### src/rtl/ifetch_unit.sv
// rtl/ifetch_unit.sv - RV32I instruction fetch unit with prefetch FIFO and PC redirect
//
// Owns the fetch PC, issues word reads over a req/gnt interface with in-order
// responses, buffers returned words (with their PCs) in a DEPTH-entry FIFO and
// hands them to decode over a valid/ready handshake.
//
// Parameters:
//   RESET_PC  first fetch address after reset
//   DEPTH     FIFO entries and maximum outstanding requests (power of 2, >= 2)
//
// Ports:
//   clk, rst_n                          clock, asynchronous active-low reset
//   imem_req/imem_addr/imem_gnt         request channel (word-aligned address)
//   imem_rvalid/imem_rdata              in-order read response
//   instr_valid/instr_ready/instr/instr_pc  decode handshake
//   redirect/redirect_pc                non-sequential PC from decode
//   fetch_fault                         misaligned redirect target, fetch halted
//
// Optional feature (macro IFETCH_BYPASS_EN): a kept response arriving while the
// FIFO is empty is presented to decode combinationally in the same cycle.

module ifetch_unit #(
    parameter logic [31:0] RESET_PC = 32'h0000_0000,
    parameter int          DEPTH    = 2
) (
    input  logic        clk,
    input  logic        rst_n,
    output logic        imem_req,
    output logic [31:0] imem_addr,
    input  logic        imem_gnt,
    input  logic        imem_rvalid,
    input  logic [31:0] imem_rdata,
    output logic        instr_valid,
    input  logic        instr_ready,
    output logic [31:0] instr,
    output logic [31:0] instr_pc,
    input  logic        redirect,
    input  logic [31:0] redirect_pc,
    output logic        fetch_fault
);

    localparam int          PW      = (DEPTH > 1) ? $clog2(DEPTH) : 1;
    localparam int          CW      = $clog2(DEPTH + 1);
    localparam logic [CW:0] DEPTH_C = (CW + 1)'(DEPTH);

    typedef enum logic {
        RUN   = 1'b0,
        FAULT = 1'b1
    } state_t;

    state_t          state_q, state_d;
    logic [31:0]     fetch_pc_q;
    logic [31:0]     resp_pc_q;      // PC of the next response that will be kept
    logic [31:0]     last_instr_q;
    logic [31:0]     last_pc_q;
    logic [CW-1:0]   count_q;
    logic [CW-1:0]   outst_q, outst_d;
    logic [CW-1:0]   discard_q;
    logic [PW-1:0]   rd_ptr_q, wr_ptr_q;
    logic [31:0]     mem_instr [DEPTH];
    logic [31:0]     mem_pc    [DEPTH];

    logic            fifo_empty;
    logic            credit_ok;
    logic            grant;
    logic            keep;
    logic            bypass;
    logic            bypass_taken;
    logic            push;
    logic            pop;

    always_comb begin
        state_d = state_q;
        if (redirect) begin
            state_d = (redirect_pc[1:0] != 2'b00) ? FAULT : RUN;
        end
    end

    always_comb begin
        fifo_empty = (count_q == '0);
        // Credit counts buffered words plus words still in flight, so a
        // returning response always has a free FIFO slot.
        credit_ok  = ({1'b0, count_q} + {1'b0, outst_q}) < DEPTH_C;
        imem_req   = rst_n && (state_q == RUN) && credit_ok;
        imem_addr  = fetch_pc_q;
        grant      = imem_req && imem_gnt;
        keep       = imem_rvalid && (discard_q == '0) && !redirect && (state_q == RUN);
`ifdef IFETCH_BYPASS_EN
        bypass     = keep && fifo_empty;
`else
        bypass     = 1'b0;
`endif
        instr_valid = rst_n && (state_q == RUN) && (!fifo_empty || bypass);
        if (!fifo_empty) begin
            instr    = mem_instr[rd_ptr_q];
            instr_pc = mem_pc[rd_ptr_q];
        end else if (bypass) begin
            instr    = imem_rdata;
            instr_pc = resp_pc_q;
        end else begin
            instr    = last_instr_q;
            instr_pc = last_pc_q;
        end
        pop          = instr_valid && instr_ready && !fifo_empty;
        bypass_taken = bypass && instr_ready;
        push         = keep && !bypass_taken;
        case ({grant, imem_rvalid})
            2'b10:   outst_d = outst_q + CW'(1);
            2'b01:   outst_d = outst_q - CW'(1);
            default: outst_d = outst_q;
        endcase
    end

    assign fetch_fault = (state_q == FAULT);

    always_ff @(posedge clk or negedge rst_n) begin
        if (!rst_n) begin
            state_q <= RUN;
        end else begin
            state_q <= state_d;
        end
    end

    always_ff @(posedge clk or negedge rst_n) begin
        if (!rst_n) begin
            fetch_pc_q   <= RESET_PC;
            resp_pc_q    <= RESET_PC;
            last_instr_q <= 32'h0000_0013;
            last_pc_q    <= 32'h0000_0000;
            count_q      <= '0;
            outst_q      <= '0;
            discard_q    <= '0;
            rd_ptr_q     <= '0;
            wr_ptr_q     <= '0;
        end else begin
            outst_q <= outst_d;
            if (redirect) begin
                // Everything still in flight after this cycle belongs to the
                // old path and is dropped on return.
                count_q    <= '0;
                rd_ptr_q   <= '0;
                wr_ptr_q   <= '0;
                discard_q  <= outst_d;
                fetch_pc_q <= redirect_pc;
                resp_pc_q  <= redirect_pc;
            end else begin
                if (push) begin
                    wr_ptr_q <= wr_ptr_q + PW'(1);
                end
                if (pop) begin
                    rd_ptr_q <= rd_ptr_q + PW'(1);
                end
                case ({push, pop})
                    2'b10:   count_q <= count_q + CW'(1);
                    2'b01:   count_q <= count_q - CW'(1);
                    default: count_q <= count_q;
                endcase
                if (imem_rvalid && (discard_q != '0)) begin
                    discard_q <= discard_q - CW'(1);
                end
                if (grant) begin
                    fetch_pc_q <= fetch_pc_q + 32'd4;
                end
                if (keep) begin
                    resp_pc_q <= resp_pc_q + 32'd4;
                end
            end
            // Remember the last delivered word so instr/instr_pc hold when empty.
            if (pop) begin
                last_instr_q <= mem_instr[rd_ptr_q];
                last_pc_q    <= mem_pc[rd_ptr_q];
            end else if (bypass_taken) begin
                last_instr_q <= imem_rdata;
                last_pc_q    <= resp_pc_q;
            end
        end
    end

    always_ff @(posedge clk) begin
        if (push) begin
            mem_instr[wr_ptr_q] <= imem_rdata;
            mem_pc[wr_ptr_q]    <= resp_pc_q;
        end
    end

endmodule
### config.mk
export PLATFORM = sky130hd
export DESIGN_NAME = ifetch_unit
export DESIGN_NICKNAME = d
export VERILOG_FILES = /design/src/rtl/ifetch_unit.sv
export SDC_FILE = /design/constraint.sdc
export NUM_CORES = 1
export LEC_CHECK = 0
export ABC_CLOCK_PERIOD_IN_PS = 6500
export BUFFER_PORTS_ARGS = -buffer_cell sky130_fd_sc_hd__clkbuf_2
export CORE_ASPECT_RATIO = 1.1
export CORE_MARGIN = 5
export CORE_UTILIZATION = 52
export DETAILED_ROUTE_END_ITERATION = 12
export HOLD_SLACK_MARGIN = 0.15
export PLACE_DENSITY = 0.77
export SYNTH_ARGS = -nofsm -noshare
export SYNTH_HDL_FRONTEND = slang
export SYNTH_SLANG_ARGS = --single-unit
export TNS_END_PERCENT = 1
### constraint.sdc
create_clock -name clk -period 6.5 [get_ports clk]
set_input_delay 0.65 -clock clk [delete_from_list [all_inputs] [get_ports clk]]
set_output_delay 0.65 -clock clk [all_outputs]
set_load 0.02 [all_outputs]
==> flow_metrics.py, run 1 <==
metrics = {
    "global_routing": {
        "antenna_found_initial": 0,
        "grt.total_usage_pct": 19.9,
        "grt_pass1_vias": 8128,
        "grt-ovfl-total": 0,
        "grt_first_pass_wirelength_mm": 42.2,
        "grt_max_degree": 131,
    },
    "worst_setup_path": {
        "r2r_start": "outst_q[0]",
        "end_kind": "output pin",
        "critPathTopFamily": "buffers and inverters",
        "crit_chain": "or2_4 -> buf_4 -> nor2_1 -> a21oi_1 -> clkbuf_2",
        "cp-endpoint": "instr_pc[11]",
        "path_max_fanout": 130,
        "cp.required_ns": 5.85,
        "path_buf_inv": 2,
        "start_kind": "flip-flop",
        "rr_endpoint": "imem_addr[18]",
        "worstPathArrival_ns": 2.65,
        "crit_cells": 5,
        "crit_slowest_cell": "buf_4",
        "crit_type": "reg -> out",
        "reg2reg_slack_ns": 3.44,
        "crit_path_start": "count_q[1]",
        "max_stage_delay_ns": 0.90,
        "reg2reg_depth": 7,
    },
    "synth": {
        "synth-edff-count": 128,
        "ys_ff_latch": 265,
        "yosys_warnings": 0,
        "synth_cell_types": 46,
        "synth_nets": 1076,
        "netlist_instances": 1001,
        "ys_seq_area_share_pct": 63.1,
        "synthArstFlopShare_pct": 51.7,
        "synthesis.area_um2": 11500,
        "syn_area_per_cell_um2": 11.5,
        "synthFlopType": "dfrtp_1",
    },
    "cts": {
        "clk_latency_ns": 0.52,
        "clkTransAtPathRegs_ns": 0.06,
        "cts_tree": "built",
        "post-cts-setup-buffers": 0,
        "cts_num_sinks": 265,
        "cts_hold_buffers": 0,
        "clock_path_buffers": 3,
        "cts-buffers-inserted": 27,
        "root_buffer": "clkbuf_16",
        "h-tree-depth": 1,
        "cts_resized": 0,
    },
    "layout": {
        "drive_above_1_share_pct": 20.5,
        "fillCellCount": 1817,
        "mostFrequentLayoutCells": "167 x clkbuf_2, 133 x dfrtp_1, 128 x edfxtp_1, 102 x nor2_1, 91 x nand2_1",
        "fin_nets": 1219,
        "multi_input_area_um2": 3970,
        "layout.cells.non_filler": 1459,
        "antenna_cells": 0,
        "final_design_area_no_fill_um2": 13400,
        "final_common_cell": "clkbuf_2",
        "seqCellArea_um2": 7280,
        "area_growth_pct": 16.2,
    },
    "pwr": {
        "cell_internal_pwr_mw": 2.99,
        "ir_drop_mv": 0.145,
        "pwr_density_cell_nw_per_um2": 315,
        "leakagePower_nw": 5.19,
        "seqPwrFrac_pct": 48.5,
        "switchingPower_mw": 1.23,
        "power_frac_comb_pct": 18.4,
        "swShare_pct": 29.1,
        "clkPwrFrac_pct": 33.1,
    },
    "timing": {
        "fmax_mhz": 303,
        "setup_violations": 0,
        "max_slew_margin_pct": 17.0,
        "rsz0062_at_grt": "false",
        "finalHoldViolCount": 0,
        "post-route-min-period_ns": 3.30,
        "holdWs_ns": 0.135,
        "slew_viol_final": 0,
        "skew_ns": 0.00963,
        "worst_slew_pin_slew_ns": 1.24,
        "fin_setup_tns_ns": 0,
        "min_period_over_period_pct": 50.8,
    },
    "run": {
        "cap_violations": 0,
    },
    "routing": {
        "drt_iter0_markers": 602,
        "via_count": 8366,
        "drc": 0,
        "wl_per_cell_um": 17.5,
        "first_pass_iters": 6,
        "ant_nets": 0,
        "finalWirelength_mm": 25.6,
        "via_per_inst": 5.73,
    },
    "floorplan": {
        "die_y_um": 166,
        "io_pins": 169,
        "dieArea_um2": 25200,
        "core_area_um2": 22000,
        "die_width_um": 152,
        "start_util_pct": 52.5,
        "core.rowCount": 57,
    },
    "status": {
        "status": "completed",
    },
    "hold_path": {
        "hp-class": "in -> async",
    },
    "placed_design": {
        "gp_congestion": 0.831,
        "dp.cells": 1410,
        "hpwl_mm": 16.9,
        "port_buffers": 168,
        "placed_cell_area_um2": 12600,
    },
}
==> power groups by stage <==
stage / logic, mW / registers (mW) / clock network [mW]
2_1_floorplan: 0.496 / 2.06 / 0
3_3_place_gp: 0.765 / 2.06 / 0
3_5_place_dp: 0.784 / 2.07 / 0
4_1_cts: 0.787 / 2.04 / 1.43
5_1_grt: 0.864 / 2.07 / 1.51
6_report: 0.776 / 2.05 / 1.40
==> how the worst min path moves through the flow <==
stage / end / startpoint / cells after the start / slack (ns)
after floorplan: count_q[0] / rst_n / 0 / 0.35
after global placement: mem_pc[1][1] / resp_pc_q[1] / 0 / 0.45
after detailed placement: mem_pc[0][1] / resp_pc_q[1] / 0 / 0.46
after CTS: last_instr_q[9] / rst_n / 1 / 0.17
after global routing: last_instr_q[9] / rst_n / 1 / 0.19
final: last_instr_q[9] / rst_n / 1 / 0.14
==> logic make-up after synthesis <==
kind of cell	share of synthesized area [%]
flops	63.1
simple gates	14.1
fa+ha+maj	0.608
buf+inv	2.64
mux	6.81
compound gates	10.9
xor+xnor	1.90
==> worst register-to-register path, cell delays in order, from the launching register on <==
cell and delay [ns]:
dfrtp_1 0.41, and2_1 0.18, fa_1 0.44, or4b_4 0.63, inv_1 0.16, nand4_1 0.38, or4_1 0.60, a31oi_1 0.18
==> final cells by class <==
| class | instances | area share, % |
|---|---|---|
| sequential | 265 | 54.4 |
| timing repair buffer | 177 | 6.83 |
| multi-input combinational | 659 | 29.7 |
| clock buffer | 38 | 5.58 |
| clock inverter | 11 | 0.402 |
| tap | 295 | 2.76 |
| inverter | 14 | 0.393 |
==> registers in the layout, indices dropped and copies added, names as in the netlist <==
signal,cells
mem_instr,64
resp_pc_q,32
last_pc_q,32
outst_q,2
discard_q,2
last_instr_q,32
mem_pc,64
wr_ptr_q,1
imem_addr,32
count_q,2
rd_ptr_q,1
fetch_fault,1
==> metrics by stage <==
step	utilization [%]	setup WS, ns	power (mW)
2_1_floorplan	-	0.147	2.56
3_3_place_gp	57.3	3.25	2.83
3_5_place_dp	57.3	3.22	2.86
4_1_cts	60.9	3.18	4.26
5_1_grt	60.9	2.94	4.44
6_report	60.9	3.20	4.22
==> metal layers <==
layer	global-route usage (%)	vias up	wire, um
li1	-	3979	-
met1	27.2	4046	10900
met2	33.3	289	12500
met3	3.28	52	1490
met4	5.82	0	677
met5	0	-	0
==> synth_stat cells, types with 2 or more instances <==
cell / n / area, um2
a211oi_1: 6 / 45.0
a21oi_1: 78 / 390
a31oi_1: 31 / 194
and2_1: 3 / 18.8
and3_1: 6 / 37.5
and4_1: 11 / 96.3
buf_1: 6 / 22.5
buf_4: 2 / 15.0
clkbuf_1: 54 / 203
dfrtp_1: 134 / 3350
dfstp_2: 3 / 78.8
edfxtp_1: 128 / 3840
ha_1: 4 / 50.1
inv_1: 14 / 52.6
mux2_2: 11 / 124
mux2i_1: 66 / 661
nand2_1: 91 / 342
nand3_1: 21 / 105
nand4_1: 18 / 113
nor2_1: 102 / 383
nor3_1: 13 / 65.1
nor3b_1: 2 / 15.0
nor4_1: 10 / 62.6
o21ai_0: 82 / 410
o31ai_1: 22 / 165
or2_2: 3 / 18.8
or3_1: 11 / 68.8
or4_1: 28 / 210
xnor2_1: 16 / 140
xor2_1: 9 / 78.8
Note: power is estimated with default switching activity, not from simulation.
==> run 2, diff against run 1 <==
ABC_AREA = 1   (was not set)
ABC_CLOCK_PERIOD_IN_PS = 2650   (was 6500)
PLACE_DENSITY = 0.76   (was 0.77)
clock period = 2.65 ns   (was 6.5 ns; I/O delays follow)
==> run 2 against run 1 <==
Clock-buffer cell count down 5; register-to-register slack lost 3.1 ns; core utilization grew 3.6 points; worst setup slack worse by 3.0 ns; area after synthesis is 9.4% higher; clock power increased to 2.9 times the previous value; synthesized cell count grew 49%; critical path type unchanged; largest cell class unchanged; highest routed layer unchanged.
==> flow_metrics.py, run 2 <==
metrics = {
    "status": {
        "status": "completed",
    },
    "floorplan": {
        "core_area_um2": 23800,
        "start_util_pct": 53.0,
        "io_pins": 169,
        "core.rowCount": 59,
        "die_y_um": 173,
        "die_width_um": 158,
        "dieArea_um2": 27500,
    },
    "cts": {
        "cts-buffers-inserted": 26,
        "cts_num_sinks": 265,
        "root_buffer": "clkbuf_16",
        "clock_path_buffers": 3,
        "cts_tree": "built",
        "h-tree-depth": 1,
        "clk_latency_ns": 0.52,
        "clkTransAtPathRegs_ns": 0.06,
    },
    "synth": {
        "synth_most_common_cell": "nand2_1",
        "yosys_warnings": 0,
        "synth_nets": 1567,
        "synth_top_cell_by_area": "edfxtp_1",
        "synth-edff-count": 128,
        "yosysTopAreaCellShare_pct": 30.5,
        "synth_cell_types": 38,
        "synthArstFlopShare_pct": 51.7,
        "syn_area_per_cell_um2": 8.45,
        "ys_ff_latch": 265,
        "netlist_instances": 1492,
        "synth.area.top_cells": "edfxtp_1 30%, dfrtp_1 27%, nand2_1 18%",
        "synth_common_cells": "599 x nand2_1, 152 x inv_1, 134 x dfrtp_1, 128 x edfxtp_1, 108 x o21ai_0",
        "ys_seq_area_share_pct": 57.7,
        "synthesis.area_um2": 12600,
        "synthFlopType": "dfrtp_1",
    },
    "routing": {
        "drc": 0,
        "finalWirelength_mm": 31.6,
        "via_per_inst": 5.20,
        "ant_nets": 0,
        "first_pass_iters": 5,
        "wl_per_cell_um": 15.5,
        "via_count": 10600,
        "drt_iter0_markers": 705,
    },
    "timing": {
        "fmax_mhz": 410,
        "slew_viol_final": 0,
        "post-route-min-period_ns": 2.44,
        "setup_violations": 0,
        "holdWs_ns": 0.193,
        "min_period_over_period_pct": 92.0,
        "rsz0062_at_grt": "false",
        "worst_slew_pin_slew_ns": 0.771,
        "finalHoldViolCount": 0,
        "max_slew_margin_pct": 48.6,
        "skew_ns": 0.00969,
    },
    "worst_setup_path": {
        "worstPathArrival_ns": 2.17,
        "crit_chain": "nor2_1 -> clkinv_2 -> buf_12 -> o21ai_0 -> clkbuf_2",
        "max_stage_delay_ns": 0.41,
        "end_kind": "output pin",
        "crit_type": "reg -> out",
        "critPathTopFamily": "buffers and inverters",
        "crit_slowest_cell": "dfrtp_1",
        "start_kind": "flip-flop",
        "cp.required_ns": 2.38,
        "path_buf_inv": 3,
        "path_max_fanout": 130,
    },
    "global_routing": {
        "grt_max_degree": 131,
        "grt_pass1_vias": 10300,
        "antenna_found_initial": 0,
        "grt_first_pass_wirelength_mm": 51.9,
        "grt-ovfl-total": 0,
        "grt.total_usage_pct": 23.0,
    },
    "placed_design": {
        "hpwl_mm": 20.9,
        "gp_congestion": 0.880,
        "port_buffers": 168,
    },
    "layout": {
        "final_common_cell": "nand2_1",
        "drive_above_1_share_pct": 15.0,
        "area_growth_pct": 21.8,
        "reg.largest.list": "mem_instr (64), mem_pc (64)",
        "mostFrequentLayoutCells": "599 x nand2_1, 167 x clkbuf_2, 150 x inv_1, 133 x dfrtp_1, 128 x edfxtp_1",
        "antenna_cells": 0,
        "fin_nets": 1785,
    },
    "run": {
        "cap_violations": 0,
    },
    "pwr": {
        "leakagePower_nw": 7.00,
        "pwr_density_cell_nw_per_um2": 884,
        "ir_drop_mv": 0.646,
        "finalPower_mw": 13.6,
    },
    "hold_path": {
        "hp-class": "in -> reg",
    },
}
## run 2: changes by cell type after synthesis, sizes merged, moves of 30 or more
cell,change
nand2,+510
inv,+147
o21ai,+90
a21oi,-66
mux2i,-66
nand3,+44
clkbuf,-32
a31oi,-30
## run 2: worst reg2reg max path, delay by kind of cell, from the launching register on
family | cells | cell delay, ns
AO/OA/AOI/OAI | 3 | 0.33
adder cells (fa/ha/maj) | 2 | 0.82
buffers and inverters | 1 | 0.05
AND/OR/NAND/NOR | 4 | 0.46
XOR/XNOR | 1 | 0.20
flip-flops | 1 | 0.42
## run 2: timing repair
action                     4_1_cts  5_1_grt
setup buffers                    0        0
hold buffers                    65        0
setup endpoints to repair        0        1
hold endpoints to repair       151        0
resized for setup                0        1
## run 2: metrics by stage
| step | TNS (ns) | setup WS [ns] | utilization, % | instance area [um2] | std cells |
|---|---|---|---|---|---|
| final | 0 | 0.212 | 64.6 | 15300 | 2035 |
| after global routing | 0 | 0.0297 | 64.6 | 15300 | 2035 |
| after CTS | 0 | 0.123 | 64.6 | 15300 | 2035 |
| after detailed placement | 0 | 0.306 | 57.9 | 13800 | 1922 |
| after global placement | 0 | 0.361 | 57.9 | 13800 | 1922 |
| after floorplan | -18.66 | -0.292 | - | 12600 | 1492 |
## run 2: power breakdown
group          leakage, nW  total [mW]  internal, mW  switching [mW]
Sequential            2.81        5.52          5.09           0.431
Combinational         3.74        4.03          1.29            2.75
Clock                0.460        4.02          2.47            1.54
Total                 7.00        13.6          8.85            4.72
## run 2: final timing paths
| path | start | endpoint | slack [ns] | cells past startpoint |
|---|---|---|---|---|
| setup / recovery | count_q[0] | instr_pc[3] | 0.21 | 5 |
| hold / removal | redirect_pc[25] | imem_addr[25] | 0.19 | 5 |
| setup reg to reg | outst_q[0] | discard_q[1] | 0.30 | 11 |
| max in group asynchronous | rst_n | rd_ptr_q | 1.38 | 3 |
| min in group asynchronous | rst_n | imem_addr[1] | 0.20 | 2 |
| hold reg to reg | last_instr_q[4] | last_instr_q[4] | 0.48 | 2 |
## run 2: final cells by class
type / count / area (um2)
timing repair buffer: 248 / 1660
tap: 305 / 382
sequential: 265 / 7280
fill: 1973 / 8420
inverter: 162 / 611
clock buffer: 33 / 708
clock inverter: 15 / 226
multi-input combinational: 1007 / 4480
## run 2: cells by family after synthesis
kind of cell,after synthesis,synth area share [%]
compound gates,206,8.62
xor+xnor,20,1.39
fa+ha+maj,5,0.556
simple gates,776,24.9
buf+inv,220,6.86
flops,265,57.7
## run 2: routing by layer
layer  GRT usage [%]  wire length, um
met5               0                0
met4            5.19              672
met3            3.52             2180
met2            38.0            15300
met1            32.3            13400
==> run 3, diff against run 2 <==
ABC_AREA = not set   (was 1)
HOLD_SLACK_MARGIN = 0.03   (was 0.15)
PLACE_DENSITY = 0.77   (was 0.76)
==> run 3 against run 2 <==
The run now ends with setup timing left; flip-flop and latch count unchanged; clock power is 7.5% lower; worst setup slack worse by 0.34 ns; combinational power decreased by 45%; clock skew is 0.0091 ns higher; cell area is 5.6% lower; power is 19% lower; fmax is 12% lower; sequential share of layout area is 2.8 points higher.
==> flow_metrics.py, run 3 (synthesis results as in run 1) <==
metrics = {
    "status": {
        "status": "finished, violations left",
        "violations": "setup timing",
    },
    "global_routing": {
        "grt_max_degree": 138,
        "grt_pass1_vias": 8391,
        "antenna_found_initial": 0,
        "grt-ovfl-total": 0,
        "grt.total_usage_pct": 20.8,
        "grt_first_pass_wirelength_mm": 43.5,
    },
    "floorplan": {
        "core.rowCount": 57,
        "dieArea_um2": 25200,
        "start_util_pct": 52.5,
        "die_width_um": 152,
        "io_pins": 169,
        "die_y_um": 166,
        "core_area_um2": 22000,
    },
    "layout": {
        "drive_above_1_share_pct": 24.1,
        "reg.largest.list": "mem_instr (64), mem_pc (64)",
        "mostFrequentLayoutCells": "143 x clkbuf_2, 132 x dfrtp_1, 128 x edfxtp_1, 100 x nor2_1, 90 x nand2_1",
        "final_common_cell": "clkbuf_2",
        "final_design_area_no_fill_um2": 14500,
        "layout.cells.non_filler": 1540,
        "fin_nets": 1298,
        "fin_util_pct": 66.0,
        "antenna_cells": 0,
        "area_growth_pct": 25.7,
    },
    "cts": {
        "cts_num_sinks": 265,
        "clkTransAtPathRegs_ns": 0.06,
        "h-tree-depth": 1,
        "clk_latency_ns": 0.53,
        "clock_path_buffers": 3,
        "root_buffer": "clkbuf_16",
        "cts-buffers-inserted": 28,
        "cts_tree": "built",
    },
    "worst_setup_path": {
        "reg2reg_slack_ns": -0.13,
        "path_buf_inv": 0,
        "path_max_fanout": 4,
        "crit_chain": "and2_4 -> fa_1 -> or4b_4 -> or4_4 -> or4_1 -> and3_4",
        "critPathTopFamily": "simple AND/OR/NAND/NOR gates",
        "crit_type": "reg -> reg",
        "end_kind": "flip-flop",
        "start_kind": "flip-flop",
        "worstPathArrival_ns": 3.19,
        "crit_slowest_cell": "or4b_4",
        "cp.required_ns": 3.06,
        "max_stage_delay_ns": 0.55,
    },
    "placed_design": {
        "port_buffers": 168,
        "placed_cell_area_um2": 12900,
        "gp_congestion": 0.845,
        "dp.cells": 1439,
        "hpwl_mm": 17.4,
    },
    "timing": {
        "post-route-min-period_ns": 2.78,
        "min_period_over_period_pct": 105,
        "finalHoldViolCount": 0,
        "layout_setup_ws_ns": -0.128,
        "rsz0062_at_grt": "true",
        "fmax_mhz": 360,
        "setup_violations": 11,
        "fin_setup_tns_ns": -0.441,
        "slew_viol_final": 0,
        "worst_slew_pin_slew_ns": 0.757,
        "skew_ns": 0.0188,
        "max_slew_margin_pct": 49.5,
    },
    "run": {
        "cap_violations": 0,
    },
    "hold_path": {
        "hp-class": "in -> reg",
    },
    "routing": {
        "wl_per_cell_um": 17.8,
        "via_per_inst": 5.60,
        "drc": 0,
        "finalWirelength_mm": 27.4,
        "drt_iter0_markers": 615,
        "ant_nets": 0,
        "first_pass_iters": 5,
        "via_count": 8618,
    },
    "pwr": {
        "finalPower_mw": 10.9,
        "ir_drop_mv": 0.409,
        "pwr_density_cell_nw_per_um2": 754,
        "leakagePower_nw": 5.66,
    },
}
-- run 3: path summary, 6_finish.rpt --
path                           startpoint       endpoint  cells after the start
setup / recovery               outst_q[0]  imem_addr[26]                      6
hold / removal             redirect_pc[8]   resp_pc_q[8]                      2
setup reg to reg               outst_q[0]  imem_addr[26]                      6
hold reg to reg              resp_pc_q[1]   mem_pc[1][1]                      0
max in group asynchronous           rst_n       rd_ptr_q                      3
min in group asynchronous           rst_n     count_q[0]                      3
-- run 3: metrics by stage --
step / setup slack [ns] / hold WS, ns
after floorplan: -0.319 / -0.0306
after global placement: -0.221 / 0.451
after detailed placement: -0.234 / 0.464
after CTS: -0.131 / -0.0360
after global routing: -0.207 / 0.0402
final: -0.128 / 0.0427
-- run 3: where the power goes --
group | leakage [nW] | switching (mW) | internal [mW]
combinational | 2.38 | 1.33 | 0.868
clock | 0.430 | 1.56 | 2.16
sequential | 2.85 | 0.298 | 4.71
-- run 3: repair_timing --
| item | CTS | global route |
|---|---|---|
| setup endpoints to repair | 26 | 61 |
| buffers inserted | 1 | 0 |
| gates resized for setup | 15 | 69 |
| hold endpoints to repair | 228 | 72 |
| pin swaps | 17 | 10 |
| hold buffers | 47 | 1 |
-- run 3: metal layers --
| metal | GRT usage (%) | wire length (um) | up-vias |
|---|---|---|---|
| met5 | 0 | 0 | - |
| met4 | 5.36 | 563 | 0 |
| met3 | 3.88 | 1560 | 44 |
| met2 | 34.8 | 13700 | 260 |
| met1 | 28.3 | 11500 | 4177 |
| li1 | - | - | 4137 |
-- run 3: layout make-up --
type	instances	area, um2
clock buffer	38	779
clock inverter	14	101
fill	1626	7470
inverter	14	55.1
multi-input combinational	659	4100
sequential	265	7280
tap	295	369
timing repair buffer	255	1810
